$ cat src/rtl/fb_pkg.sv
// Shared types and constants for the framebuffer rectangle-fill engine.
// Clipping to the visible screen is enabled by defining FB_FILL_CLIP_EN.
package fb_pkg;

  // Visible framebuffer size in pixels.
  localparam int unsigned SCREEN_W = 200;
  localparam int unsigned SCREEN_H = 150;

  // Fill sequencer states.
  typedef enum logic [1:0] {
    StIdle,
    StClip,
    StFill,
    StDone
  } fill_state_e;

  // One latched fill command.
  typedef struct packed {
    logic [7:0]  x0;
    logic [7:0]  y0;
    logic [7:0]  w;
    logic [7:0]  h;
    logic [23:0] color;
  } rect_cmd_t;

endpackage

$ cat src/rtl/fb_rect_clip.sv
// Combinational clip calculator: exclusive end coordinates and an empty flag
// for a rectangle. With FB_FILL_CLIP_EN the rectangle is clipped to the
// visible screen; without it the ends wrap modulo 256 and only zero-sized
// rectangles are empty.
module fb_rect_clip (
  input  logic [7:0] x0,
  input  logic [7:0] y0,
  input  logic [7:0] w,
  input  logic [7:0] h,
  output logic [7:0] x_end,
  output logic [7:0] y_end,
  output logic       empty
);

  import fb_pkg::*;

`ifdef FB_FILL_CLIP_EN
  logic [8:0] x_sum;
  logic [8:0] y_sum;

  // 9-bit sums so a rectangle running past column 255 cannot wrap back on-screen.
  always_comb begin
    x_sum = {1'b0, x0} + {1'b0, w};
    y_sum = {1'b0, y0} + {1'b0, h};
    x_end = (x_sum > 9'(SCREEN_W)) ? 8'(SCREEN_W) : x_sum[7:0];
    y_end = (y_sum > 9'(SCREEN_H)) ? 8'(SCREEN_H) : y_sum[7:0];
    empty = (w == 8'd0) || (h == 8'd0) ||
            (x0 >= 8'(SCREEN_W)) || (y0 >= 8'(SCREEN_H));
  end
`else
  // Raw 8-bit ends; the cursor wraps with them so the pixel count stays w*h.
  always_comb begin
    x_end = x0 + w;
    y_end = y0 + h;
    empty = (w == 8'd0) || (h == 8'd0);
  end
`endif

endmodule

$ cat src/rtl/fb_fill_engine.sv
// Rectangle-fill write generator feeding the VGA framebuffer write port.
// Accepts one command at a time and emits one registered pixel write per
// clock in row-major order. Screen clipping is built when FB_FILL_CLIP_EN
// is defined; otherwise coordinates wrap modulo 256.
module fb_fill_engine
  import fb_pkg::*;
(
  input  logic        clk,
  input  logic        reset_n,
  input  logic        cmd_valid,
  output logic        cmd_ready,
  input  logic [7:0]  cmd_x0,
  input  logic [7:0]  cmd_y0,
  input  logic [7:0]  cmd_w,
  input  logic [7:0]  cmd_h,
  input  logic [23:0] cmd_color,
  input  logic        abort,
  output logic        busy,
  output logic        done,
  output logic        fb_enable,
  output logic [15:0] xy_addr,
  output logic [23:0] color
);

  fill_state_e state_q, state_d;
  rect_cmd_t   cmd_q, cmd_d;
  logic [7:0]  x_q, x_d;
  logic [7:0]  y_q, y_d;
  logic [7:0]  x_end_q, x_end_d;
  logic [7:0]  y_end_q, y_end_d;
  logic        fb_enable_q, fb_enable_d;
  logic [15:0] xy_addr_q, xy_addr_d;
  logic [23:0] color_q, color_d;
  logic        busy_q, busy_d;
  logic        done_q, done_d;

  logic [7:0]  clip_x_end;
  logic [7:0]  clip_y_end;
  logic        clip_empty;
  logic [7:0]  x_inc;
  logic [7:0]  y_inc;

  fb_rect_clip u_clip (
    .x0    (cmd_q.x0),
    .y0    (cmd_q.y0),
    .w     (cmd_q.w),
    .h     (cmd_q.h),
    .x_end (clip_x_end),
    .y_end (clip_y_end),
    .empty (clip_empty)
  );

  assign cmd_ready = (state_q == StIdle);
  assign busy      = busy_q;
  assign done      = done_q;
  assign fb_enable = fb_enable_q;
  assign xy_addr   = xy_addr_q;
  assign color     = color_q;

  // Next-state and registered-output decode for the fill sequencer.
  always_comb begin
    state_d     = state_q;
    cmd_d       = cmd_q;
    x_d         = x_q;
    y_d         = y_q;
    x_end_d     = x_end_q;
    y_end_d     = y_end_q;
    fb_enable_d = 1'b0;
    xy_addr_d   = xy_addr_q;
    color_d     = color_q;
    busy_d      = busy_q;
    done_d      = 1'b0;
    x_inc       = x_q + 8'd1;
    y_inc       = y_q + 8'd1;

    unique case (state_q)
      StIdle: begin
        if (cmd_valid) begin
          cmd_d   = '{x0: cmd_x0, y0: cmd_y0, w: cmd_w, h: cmd_h, color: cmd_color};
          busy_d  = 1'b1;
          state_d = StClip;
        end
      end
      StClip: begin
        x_end_d = clip_x_end;
        y_end_d = clip_y_end;
        x_d     = cmd_q.x0;
        y_d     = cmd_q.y0;
        state_d = (abort || clip_empty) ? StDone : StFill;
      end
      StFill: begin
        if (abort) begin
          // Nothing is registered on the abort edge; the previous write stands.
          state_d = StDone;
        end else begin
          fb_enable_d = 1'b1;
          xy_addr_d   = {y_q, x_q};
          color_d     = cmd_q.color;
          if (x_inc == x_end_q) begin
            x_d = cmd_q.x0;
            y_d = y_inc;
            if (y_inc == y_end_q) begin
              state_d = StDone;
            end
          end else begin
            x_d = x_inc;
          end
        end
      end
      StDone: begin
        done_d  = 1'b1;
        busy_d  = 1'b0;
        state_d = StIdle;
      end
      default: begin
        state_d = StIdle;
      end
    endcase
  end

  // State and output registers; synchronous active-low reset.
  always_ff @(posedge clk) begin
    if (!reset_n) begin
      state_q     <= StIdle;
      cmd_q       <= '0;
      x_q         <= 8'd0;
      y_q         <= 8'd0;
      x_end_q     <= 8'd0;
      y_end_q     <= 8'd0;
      fb_enable_q <= 1'b0;
      xy_addr_q   <= 16'd0;
      color_q     <= 24'd0;
      busy_q      <= 1'b0;
      done_q      <= 1'b0;
    end else begin
      state_q     <= state_d;
      cmd_q       <= cmd_d;
      x_q         <= x_d;
      y_q         <= y_d;
      x_end_q     <= x_end_d;
      y_end_q     <= y_end_d;
      fb_enable_q <= fb_enable_d;
      xy_addr_q   <= xy_addr_d;
      color_q     <= color_d;
      busy_q      <= busy_d;
      done_q      <= done_d;
    end
  end

endmodule

$ cat config.mk
export PLATFORM = sky130hd
export DESIGN_NAME = fb_fill_engine
export DESIGN_NICKNAME = d
export VERILOG_FILES = /design/src/rtl/fb_pkg.sv /design/src/rtl/fb_rect_clip.sv /design/src/rtl/fb_fill_engine.sv
export SDC_FILE = /design/constraint.sdc
export NUM_CORES = 1
export LEC_CHECK = 0
export BUFFER_PORTS_ARGS = -buffer_cell sky130_fd_sc_hd__buf_2
export CORE_ASPECT_RATIO = 0.5
export CORE_UTILIZATION = 35
export CTS_BUF_LIST = sky130_fd_sc_hd__clkbuf_16
export DETAILED_ROUTE_END_ITERATION = 10
export GPL_TIMING_DRIVEN = 0
export PLACE_DENSITY_LB_ADDON = 0.05
export REMOVE_ABC_BUFFERS = 1
export SLEW_MARGIN = 20
export SYNTH_ARGS = -nofsm -noshare
export SYNTH_HDL_FRONTEND = slang
export SYNTH_SLANG_ARGS = --single-unit
$ cat constraint.sdc
create_clock -name clk -period 6.38 [get_ports clk]
set_input_delay 1.276 -clock clk [delete_from_list [all_inputs] [get_ports clk]]
set_output_delay 1.276 -clock clk [all_outputs]
set_load 0.1 [all_outputs]
==> summary.md <==
| Metric | Value |
|---|---|
| Run status | `completed` |
| Final setup viols | `0` |
| Critical Path End Type | `flip-flop` |
| Fraction of layout instances using a drive strength above 1 | `0.1810` |
| Sequential share of the synthesized area | `0.4348` |
| Pre-Repair DR Iteration Count | `4` |
| IO Port Bufs | `just over 100` |
| Initial DRC count | `around 310` |
| Final Cycle Share | `0.5115` |
| Worst hold start | `xy_addr[2]` |
| Synth Area per Inst | `roughly 8 µm²` |
| Final Wtd Congestion | `0.8391` |
| Final Hold Fails | `0` |
| Synthesized instance count | `770` |
| Met3 Usage GRT | `0.06367` |
| Util after Layout | `0.4448` |
| Total number of vias | `around 5400` |
| Global-route wire length before repair | `about 26000 µm` |
| Required time worst endpoint | `~6.7 ns` |
| Die W | `between 150 and 200 µm` |
| Total CTS buffers | `17` |
| DR vias/cell | `roughly 5.0` |
| Worst R2R Setup Slack | `~3.1 ns` |
| Nets | `about 900` |
| TritonCTS clock tree | `yes` |
| GRT busiest layer | `met2` |
| Met1 usage in global routing | `0.2380` |
| Cts hold-fix bufs | `0` |
| CP max-delay cell | `nor2_4` |
| Die Y | `roughly 96 µm` |
| Synth Register Bits | `133` |
| Leakage power of the design | `0.002900 µW` |
| Most common cell after layout, fill and taps aside | `nand2_1` |
| Number of synthesized flops with an enable pin | `0` |
| Slew margin rel. | `0.3826` |
| Total grt overflow | `0` |
| GR Layer Usage met2 | `0.2858` |
| Kind of critical path | `flip-flop to flip-flop` |
| Slowest stage delay, CP | `between 0.6 and 0.7 ns` |
| Reg-to-reg startpoint | `state_q[0]` |
| WL/cell | `approximately 15 µm` |
| Row count | `33` |
| Critical Path AT | `between 3 and 4 ns` |
| CP most frequent cell | `inv_1` |
| Peak Freq | `approximately 310 MHz` |
| Worst Clk Skew | `between 0.007 and 0.008 ns` |
| Mapped Area | `just over 0.006 mm²` |
| Clk_lat worst skew | `0.42 ns` |
| CP top delay family | `simple AND/OR/NAND/NOR gates` |
| Die area | `0.01806 mm²` |
| Core ar. | `about 0.017 mm²` |
| Post_cts resized | `0` |
| Reg clk slew, reported paths | `0.06 ns` |
| Ys flop type | `dfxtp_1` |
| Nature of the critical path startpoint | `flip-flop` |
| DRT Wirelength | `between 15000 and 20000 µm` |
| Max-slew violations | `0` |
| Io pins | `104` |
| CP bufs+invs | `3` |
| Clk buf depth | `2` |
| Crit path cell chain | `inv_1 > ha_1 > inv_1 > nor2_4 > buf_16 > a21oi_2 > or4_1 > o22a_1 > o311ai_0` |
| Fin Setup TNS | `0 ns` |
| Max-Cap Viols | `0` |
| Root Buffer | `clkbuf_16` |
| Largest net degree at the start of global routing | `99` |
| Slew @ Worst Pin | `slightly above 0.9 ns` |
| Starting density of the core | `0.3662` |
| Min Tclk post-route | `between 3 and 4 ns` |
| Antenna violations before repair | `1` |
| PD cells | `slightly above 400 mW/mm²` |
| Synth Warn # | `0` |
| Hold Crit Class | `flip-flop to flip-flop` |
| CTS Sinks | `133` |
| Vias in the first global route | `about 4900` |
| Syn-to-layout area delta | `21.48%` |
| Worst VDD drop | `188.2 µV` |
| Post-DP HPWL | `10640 µm` |
| Setup bufs post-CTS | `0` |
| Highest-count cells in the layout ignoring fill and taps | `nand2_1 (210), dfxtp_1 (133), a21oi_1 (115)` |
| Post-route DRC | `0` |
| Async S/R FF share, synth | `0` |
| RSZ-0062 raised after global routing | `no` |
| Final ANT Viol Nets | `0` |
| Crit Path Max Fanout | `23` |
| CP startpoint | `state_q[0]` |
| Htree depth | `4` |
| Post-synth cell types | `~60` |
| Gr usage total | `0.1832` |
-- through the flow --
step                      std cells  setup slack (ns)  hold slack (ns)  instance area, µm²  total power [µW]
after detailed placement       1047             2.982           0.4434                6802              1986
after global placement         1044            0.2392           0.4372                6684              1954
after floorplan                 714             2.352           0.4322                5884              1690
after global routing           1078             2.883           0.4667                7436              3203
final                          1079             3.117           0.4495                7438              3025
after CTS                      1078             3.088           0.4510                7436              3064
-- worst reg2reg max path, delay by kind of cell, from the launching register on --
| family | cells | cell delay (ns) |
|---|---|---|
| AND/OR/NAND/NOR | 2 | 1.20 |
| AO/OA/AOI/OAI | 3 | 0.41 |
| buffers and inverters | 3 | 0.77 |
| flip-flops | 1 | 0.34 |
| adder cells (fa/ha/maj) | 1 | 0.43 |
-- registers in the layout, summed over array words and instances, names as in the netlist --
signal / count
cmd_q: 56
color: 24
xy_addr: 16
x_end_q: 8
x_q: 8
y_end_q: 8
y_q: 8
state_q: 2
busy: 1
done: 1
fb_enable: 1
-- cells by family after synthesis --
| group | synth area share |
|---|---|
| AND/OR/NAND/NOR | 0.2252 |
| AO/OA/AOI/OAI | 0.1792 |
| flip-flops | 0.4348 |
| buffers and inverters | 0.05006 |
| XOR/XNOR | 0.04291 |
| adder cells (fa/ha/maj) | 0.04741 |
| multiplexers | 0.02043 |
-- Yosys cell counts (4+ instances only) --
master	number	area (µm²)
o21ai_0	16	80.08
dfxtp_1	133	2663
o21a_1	4	30.03
clkbuf_1	41	153.9
nor3_1	10	50.05
xor2_1	12	105.1
ha_1	20	250.2
nand2_1	211	792.0
buf_4	6	45.04
o31ai_1	5	37.54
nand4_1	10	62.56
nand3_1	21	105.1
or4_1	4	30.03
and3_1	4	25.02
a21oi_1	116	580.6
a31oi_1	8	50.05
mux2_2	4	45.04
nor2_1	20	75.07
nor4_1	5	31.28
nor2b_1	4	25.02
buf_1	4	15.01
o211ai_1	6	45.04
xnor2_1	18	157.7
inv_1	18	67.56
mux2i_1	8	80.08
-- worst paths after layout --
path	endpoint	cells after the start
setup / recovery	x_q[4]	9
hold reg to reg	xy_addr[2]	2
setup reg to reg	x_q[4]	9
hold / removal	xy_addr[2]	2
-- area by class of cell --
| type | count | area, µm² |
|---|---|---|
| Antenna cell | 1 | 2.502 |
| Timing Repair Buffer | 106 | 598.1 |
| Clock buffer | 17 | 425.4 |
| Inverter | 18 | 72.57 |
| Clock inverter | 14 | 209.0 |
| Multi-Input combinational cell | 563 | 3184 |
| Tap cell | 227 | 284.0 |
| Fill cell | 1697 | 9284 |
| Sequential cell | 133 | 2663 |
-- power breakdown --
part | switching, µW | total (µW) | internal, µW | leakage (µW)
Sequential | 115 | 1070 | 952 | 0.00108
Combinational | 618 | 893 | 275 | 0.00151
Clock | 376 | 1060 | 689 | 0.000306
-- per-layer routing --
metal / part of all wire / up-vias
met5: 0 / -
met4: 0.012 / 0
met3: 0.053 / 16
met2: 0.43 / 88
met1: 0.50 / 2495
li1: - / 2784
Power figures use the tool's default switching activity.
